### config.mk
export PLATFORM = sky130hd
export DESIGN_NAME = hd_add8_frame_accum
export DESIGN_NICKNAME = d
export VERILOG_FILES = /design/src/rtl/hd_add8_pkg.sv /design/src/rtl/add8_mod256.sv /design/src/rtl/hd_add8_frame_accum.sv
export SDC_FILE = /design/constraint.sdc
export NUM_CORES = 1
export LEC_CHECK = 0
export CAP_MARGIN = 20
export CORE_MARGIN = 2
export CORE_UTILIZATION = 56
export DETAILED_ROUTE_END_ITERATION = 16
export DONT_BUFFER_PORTS = 1
export PLACE_DENSITY = 0.72
export SYNTH_ARGS = -nofsm -noshare
export SYNTH_HDL_FRONTEND = slang
export SYNTH_SLANG_ARGS = --single-unit
### constraint.sdc
create_clock -name clk -period 1.7 [get_ports clk]
set_input_delay 0.255 -clock clk [delete_from_list [all_inputs] [get_ports clk]]
set_output_delay 0.255 -clock clk [all_outputs]
set_load 0.005 [all_outputs]
### src/rtl/hd_add8_pkg.sv
// Shared defaults and FSM state type for the framed mod-2^WIDTH accumulator.
package hd_add8_pkg;

    localparam int DEF_WIDTH = 8;
    localparam int DEF_CNT_W = 8;

    typedef enum logic [1:0] {
        IDLE = 2'd0,
        ACC  = 2'd1,
        OUT  = 2'd2
    } state_t;

endpackage

### src/rtl/add8_mod256.sv
// Purely combinational modular adder: y = (a + b) mod 2^WIDTH. Holds no state.
module add8_mod256 #(
    parameter int WIDTH = 8
) (
    input  logic [WIDTH-1:0] a,
    input  logic [WIDTH-1:0] b,
    output logic [WIDTH-1:0] y
);

    // Truncating add; the carry-out is dropped by the WIDTH-bit result.
    assign y = a + b;

endmodule

### src/rtl/hd_add8_frame_accum.sv
// Framed byte-stream front end for the mod-2^WIDTH adder. Accumulates the
// beats of each frame through add8_mod256 and presents one registered frame
// sum and saturating beat count per frame over a valid/ready handshake.
// Optional feature macro: HD_ADD8_OVF_CNT_EN adds a per-frame saturating
// wrap counter driven on out_ovf.
module hd_add8_frame_accum
    import hd_add8_pkg::*;
#(
    parameter int WIDTH = DEF_WIDTH,
    parameter int CNT_W = DEF_CNT_W
) (
    input  logic             clk,
    input  logic             rst,
    input  logic             in_valid,
    output logic             in_ready,
    input  logic [WIDTH-1:0] in_data,
    input  logic             in_last,
    output logic             out_valid,
    input  logic             out_ready,
    output logic [WIDTH-1:0] out_sum,
`ifdef HD_ADD8_OVF_CNT_EN
    output logic [CNT_W-1:0] out_ovf,
`endif
    output logic [CNT_W-1:0] out_count
);

    localparam logic [CNT_W-1:0] CNT_MAX = '1;

    state_t           state_q, state_d;
    logic [WIDTH-1:0] acc_q;
    logic [CNT_W-1:0] cnt_q;
    logic [WIDTH-1:0] out_sum_q;
    logic [CNT_W-1:0] out_count_q;
    logic [WIDTH-1:0] sum_w;
    logic [CNT_W-1:0] cnt_inc;
    logic             beat;

    add8_mod256 #(.WIDTH(WIDTH)) u_add (
        .a (acc_q),
        .b (in_data),
        .y (sum_w)
    );

    // Ready depends only on state (and is held low while in reset).
    assign in_ready  = !rst && (state_q != OUT);
    assign beat      = in_valid && in_ready;
    assign out_valid = (state_q == OUT);
    assign cnt_inc   = (cnt_q == CNT_MAX) ? cnt_q : cnt_q + 1'b1;
    assign out_sum   = out_sum_q;
    assign out_count = out_count_q;

    // State register.
    always_ff @(posedge clk) begin
        if (rst) state_q <= IDLE;
        else     state_q <= state_d;
    end

    // Next-state: a frame closes only on an accepted beat carrying in_last.
    always_comb begin
        state_d = state_q;
        case (state_q)
            IDLE, ACC: if (beat) state_d = in_last ? OUT : ACC;
            OUT:       if (out_ready) state_d = IDLE;
            default:   state_d = IDLE;
        endcase
    end

    // Accumulator and result registers; the running sum is cleared as the
    // result is captured so IDLE always starts from zero.
    always_ff @(posedge clk) begin
        if (rst) begin
            acc_q       <= '0;
            cnt_q       <= '0;
            out_sum_q   <= '0;
            out_count_q <= '0;
        end else if (beat) begin
            if (in_last) begin
                out_sum_q   <= sum_w;
                out_count_q <= cnt_inc;
                acc_q       <= '0;
                cnt_q       <= '0;
            end else begin
                acc_q <= sum_w;
                cnt_q <= cnt_inc;
            end
        end
    end

`ifdef HD_ADD8_OVF_CNT_EN
    logic             carry_w;
    logic [CNT_W-1:0] ovf_q;
    logic [CNT_W-1:0] ovf_inc;
    logic [CNT_W-1:0] out_ovf_q;

    // A modular sum smaller than the accumulator operand means the add wrapped.
    assign carry_w = (sum_w < acc_q);
    assign ovf_inc = (carry_w && (ovf_q != CNT_MAX)) ? ovf_q + 1'b1 : ovf_q;
    assign out_ovf = out_ovf_q;

    // Per-frame wrap counter, captured alongside the frame sum.
    always_ff @(posedge clk) begin
        if (rst) begin
            ovf_q     <= '0;
            out_ovf_q <= '0;
        end else if (beat) begin
            if (in_last) begin
                out_ovf_q <= ovf_inc;
                ovf_q     <= '0;
            end else begin
                ovf_q <= ovf_inc;
            end
        end
    end
`endif

endmodule

Yosys cells after proc, flatten, opt, wreduce, memory -nomap -nowiden

Index checks and enable logic that the tools add are counted.

Reductions and logical operators: 7
Add/sub/neg operators: 2
Equal/unequal tests: 6
Muxes and demuxes: 7

Operators with widths:

| operator                                                                | count |
|---|---|
| 8-bit two-way mux                                                       | 3 |
| 8-bit by 1-bit adder with 8-bit output, second input constant           | 1 |
| 8-bit adder                                                             | 1 |
| 8-bit == test, second input constant                                    | 1 |
| 2-bit two-way mux                                                       | 3 |
| 2-bit inequality test, second input constant                            | 2 |
| 2-bit one-hot mux with 2 select lines                                   | 1 |
| 2-bit AND reduction                                                     | 2 |
| 2-bit by 1-bit == test with 1-bit output, second input constant         | 1 |
| 2-bit == test, second input constant                                    | 1 |
| 1-bit logical AND                                                       | 2 |
| 2-bit logical NOT                                                       | 1 |
| 2-bit by 1-bit inequality test with 1-bit output, second input constant | 1 |
| 2-bit OR reduction                                                      | 1 |
| 1-bit logical NOT                                                       | 1 |

Register bits: 34
Output and inout port bits: 18
Word-level logic and storage cells: 27
Bits of input ports: 13

Longest topological paths before layout

Depth in word-level cells: 5
Depth in mapped cells: 7
Gate-level depth less buffers: 7

Modules after synthesis

Synthesis repeated with hierarchy kept, for this count alone.

Cells, all modules: 218
Area total of the unflattened synthesis: 1801.7 µm²

By module, submodules not included:

| module              | instances | cells each | seq. area each (µm²) | area each (µm²) |
|---|---|---|---|---|
| hd_add8_frame_accum | 1         | 176        | 680.7                | 1470.2 |
| add8_mod256         | 1         | 42         | 0.0                  | 331.6 |

Worst setup path before layout

Ideal clock, no wire load.

Kind: flip-flop to flip-flop
Start: reg acc_q[0]
End: reg acc_q[6]
Data required time: 1.583 ns
Slack: -0.017 ns
Arrival: 1.599 ns
Cell stages (with the launch flop): 7
Setup time: 0.117 ns
Buffers on the path: 0
Cell sequence: dfxtp_1 > ha_1 > fa_1 > a21oi_1 > o21a_1 > o311ai_0 > a32o_1

Cells in the longest elaborated chain, start to end: 2

RTL lines:

| item                   | RTL line                  | text |
|---|---|---|
| from (decl)            | hd_add8_frame_accum.sv:30 | `logic [WIDTH-1:0] acc_q;` |
| from (signal assigned) | hd_add8_frame_accum.sv:83 | `acc_q <= sum_w;` |
| 8-bit adder            | add8_mod256.sv:11         | `assign y = a + b;` |
| 8-bit two-way mux      | hd_add8_frame_accum.sv:77 | `if (in_last) begin` |

Every way passes these cells.
A chain may end at the register's enable or synchronous reset.

Final worst setup path

Start: reg acc_q[0]
End: reg out_sum_q[4] (netlist: out_sum[4])

Cells in the longest elaborated chain, start to end: 1

RTL lines:

| item                 | RTL line                  | text |
|---|---|---|
| 8-bit adder          | add8_mod256.sv:11         |  |
| to (signal assigned) | hd_add8_frame_accum.sv:78 | `out_sum_q <= sum_w;` |
| to (decl)            | hd_add8_frame_accum.sv:32 | `logic [WIDTH-1:0] out_sum_q;` |

Every way passes these cells.

==> results.yml <==
outcome:
  outcome: "complete, but fails checks"
  violations: "setup timing"
setup_path:
  cp_num_buf_inv: 0
  crit_path_end_kind: "flop"
  r2r_setup_slack_ps: -10
  crit-reg2reg-launch: "acc_q[0]$_SDFFE_PP0P_"
  startpoint_type: "flop"
  worstPathArrival_ps: 1980
  crit_slowest_cell: "fa_2"
  reg2reg_depth: 7
  rr_endpoint: "out_sum[4]$_SDFFE_PP0P_"
  path_cells: "ha_4 > fa_2 > a21oi_2 > o21a_1 > a21boi_2 > nand2_1 > a21oi_2"
  crit_family: "compound AO/OA/AOI/OAI gates"
  critical_path.max_fanout: 3
  crit_top_cell: "a21oi_2"
  crit_type: "reg -> reg"
  critPathMaxStageDelay_ps: 400
  crit_required_ps: 1960
pwr:
  ir_worst_vdd_mv: 0.465
  p_leak_uw: 0.000772
  p_per_area_nw_per_um2: 767
  p_seq_share_pct: 54.3
  p_int_uw: 1130
  p_switching_uw: 430
  p_sw_share_pct: 27.6
  total_power_uw: 1550
  pwr-share-comb_pct: 14.7
  clkPwrFrac_pct: 30.9
route:
  final_antenna_net_count: 0
  drc_errors: 0
  first_pass_iters: 4
  wl_mm: 4.30
  avgRoutedWirePerCell_um: 16.2
  drtIter0Drc: 128
  viasPerCell: 5.93
  num_vias: 1571
cells_and_area:
  fin_cells: 265
  drive_gt1_share_pct: 19.9
  area_growth_pct: 13.5
  fillerInstances: 263
  final_util_pct: 66.4
  n_antenna_cell: 0
  nets: 242
floorplanning:
  die_y_um: 60.5
  rows: 20
  die_area_sq_um: 3660
  core_sq_um: 3050
  initial_core_util_pct: 58.5
  io-pin-count: 31
  die-width_um: 60.5
placed_design:
  port-buffer-count: 0
  dp.cells: 255
  gp_congestion: 0.900
  dp_hpwl_mm: 2.87
  dp_slack_ps: -67.2
sta:
  finClkSkew_ps: 9.33
  holdWs_ps: 24.0
  finalSetupViolCount: 1
  fin_crit_sh_pct: 101
  finalCriticalPeriod_ps: 1710
  slew_violations: 0
  worstMarginPinSlew_ps: 1080
  clock.fmax_ghz: 0.584
  setup_ws_ps: -12.3
  finalHoldViolations: 0
  rsz0062_at_grt: "yes"
  relSlewSlack_pct: 28.0
yosys:
  ys_seq_area_share_pct: 38.1
  yosys-top-cells-area: "dfxtp_1, a21oi_1, ha_1"
  synth_largest_area_cell: "dfxtp_1"
  synth_most_common_cell: "dfxtp_1"
  synth_common_cells: "dfxtp_1, a21oi_1, nand2_1"
  synth_area_sq_um: 1790
  synthArstFlopShare_pct: 0
  ys_ff_latch: 34
  synth_ff_type: "dfxtp_1"
  synth_cells: 207
  syn_avg_cell_area_sq_um: 8.63
  synth.net_count: 229
  synth-edff-count: 0
  synth_top_area_share_pct: 38.1
  yosys_warnings: 0
  synth.distinct_cells: 50
min_path:
  min_path_type: "in -> reg"
  worstHoldStart: "in_last"
  hold_end: "state_q[0]$_SDFFE_PP0P_"
  hold_path_depth: 1
clock_network:
  numCtsBuffers: 5
  cts.path.max_buffers: 2
  htreeDepth: 2
  cts_setup_buffers: 0
  clock_sinks: 34
  cts-root-buf: "clkbuf_4"
  clk_latency_ps: 340
  clk_pin_slew_ps: 100
  cts_tree: "done"
global_route:
  grt_max_degree: 29
  grt_usage_pct: 26.0
  antenna_found_initial: 0
  gr-total-overflow: 0
  grt_pass1_wl_mm: 7.07
  first_global_vias: 1579
job:
  cap_viol_max_count: 0
## final cells by class
type	instances	area (sq um)	area share, %
flip-flops and latches	34	684	33.7
multi-input cells	157	1080	53.1
clock buffers	7	55.1	2.71
clock inverters	1	5.00	0.247
well taps	44	55.1	2.71
repair buffers	17	133	6.54
inverters	5	18.8	0.925
## stage by stage
stage | cell area, sq um | setup TNS [ps]
after global placement | 1890 | -21.9
after CTS | 1970 | 0
after global routing | 2030 | -362
final | 2030 | -12.3
after detailed placement | 1890 | -168
after floorplan | 1790 | 0
## layout by cell type (no fill, tap or decap), types with 3 or more instances in the layout
cell / instances
a21oi_1: 24
dfxtp_2: 3
xnor2_1: 4
nand2_1: 23
dfxtp_1: 31
nor3_1: 3
a211oi_1: 3
buf_4: 15
a311oi_1: 3
inv_1: 4
nand3_1: 11
o211ai_1: 4
a22oi_1: 3
o21ai_0: 4
and3_4: 3
clkbuf_4: 5
a21oi_2: 3
nor2_1: 20
ha_1: 6
## worst reg2reg max path, stage by stage (launching register included)
cell	delay, ps
dfxtp_2	340
ha_4	160
fa_2	400
a21oi_2	190
o21a_1	170
a21boi_2	190
nand2_1	80
a21oi_2	120
## sequential cells by signal, summed over array words and instances (netlist names)
signal     flops
out_count      8
out_sum        8
state_q        2
acc_q          8
cnt_q          8
## what timing repair did
item / CTS / global route
endpoints found under the setup margin: 4 / 15
resized for setup: 4 / 14
hold buffers: 2 / 0
hold endpoints to repair: 29 / 0
pin swaps: 1 / 5
## cells by family (layout without fill, tap and decap cells)
group / Yosys count / count (layout) / synth area share, %
AOI/OAI and AO/OA: 63 / 63 / 22.8
xor gates and xnor gates: 8 / 8 / 4.76
DFF: 34 / 34 / 38.1
adders and majority gates: 9 / 9 / 6.72
and+or+nand+nor: 76 / 76 / 22.1
muxes: 1 / 1 / 0.560
buffers and inverters: 16 / 30 / 4.97
## power groups by stage
stage / logic [uW] / registers, uW / clock network, uW
4_1_cts: 209 / 845 / 490
6_report: 229 / 845 / 481
2_1_floorplan: 159 / 858 / 0
3_5_place_dp: 190 / 863 / 0
5_1_grt: 253 / 849 / 522
3_3_place_gp: 182 / 861 / 0
## worst max-delay path by stage
stage               cells after the start  slack, ps                      end                   from
floorplan                               6          8    acc_q[6]$_SDFFE_PP0P_  acc_q[0]$_SDFFE_PP0P_
detailed placement                      6        -70    acc_q[6]$_SDFFE_PP0P_  acc_q[0]$_SDFFE_PP0P_
global placement                        7        -10  out_sum[4]$_SDFFE_PP0P_  acc_q[0]$_SDFFE_PP0P_
global route                            7       -110  out_sum[4]$_SDFFE_PP0P_  acc_q[0]$_SDFFE_PP0P_
finish                                  7        -10  out_sum[4]$_SDFFE_PP0P_  acc_q[0]$_SDFFE_PP0P_
CTS                                     7          3  out_sum[7]$_SDFFE_PP0P_  acc_q[0]$_SDFFE_PP0P_
## per-layer routing
| layer | global-route usage, % | vias to the layer above | wire (um) |
|---|---|---|---|
| li1 | - | 783 | - |
| met1 | 32.6 | 735 | 1960 |
| met2 | 42.4 | 45 | 2040 |
| met3 | 8.96 | 8 | 235 |
| met4 | 7.76 | 0 | 59 |
| met5 | 0 | - | 0 |
Note: power is estimated with default switching activity, not from simulation.
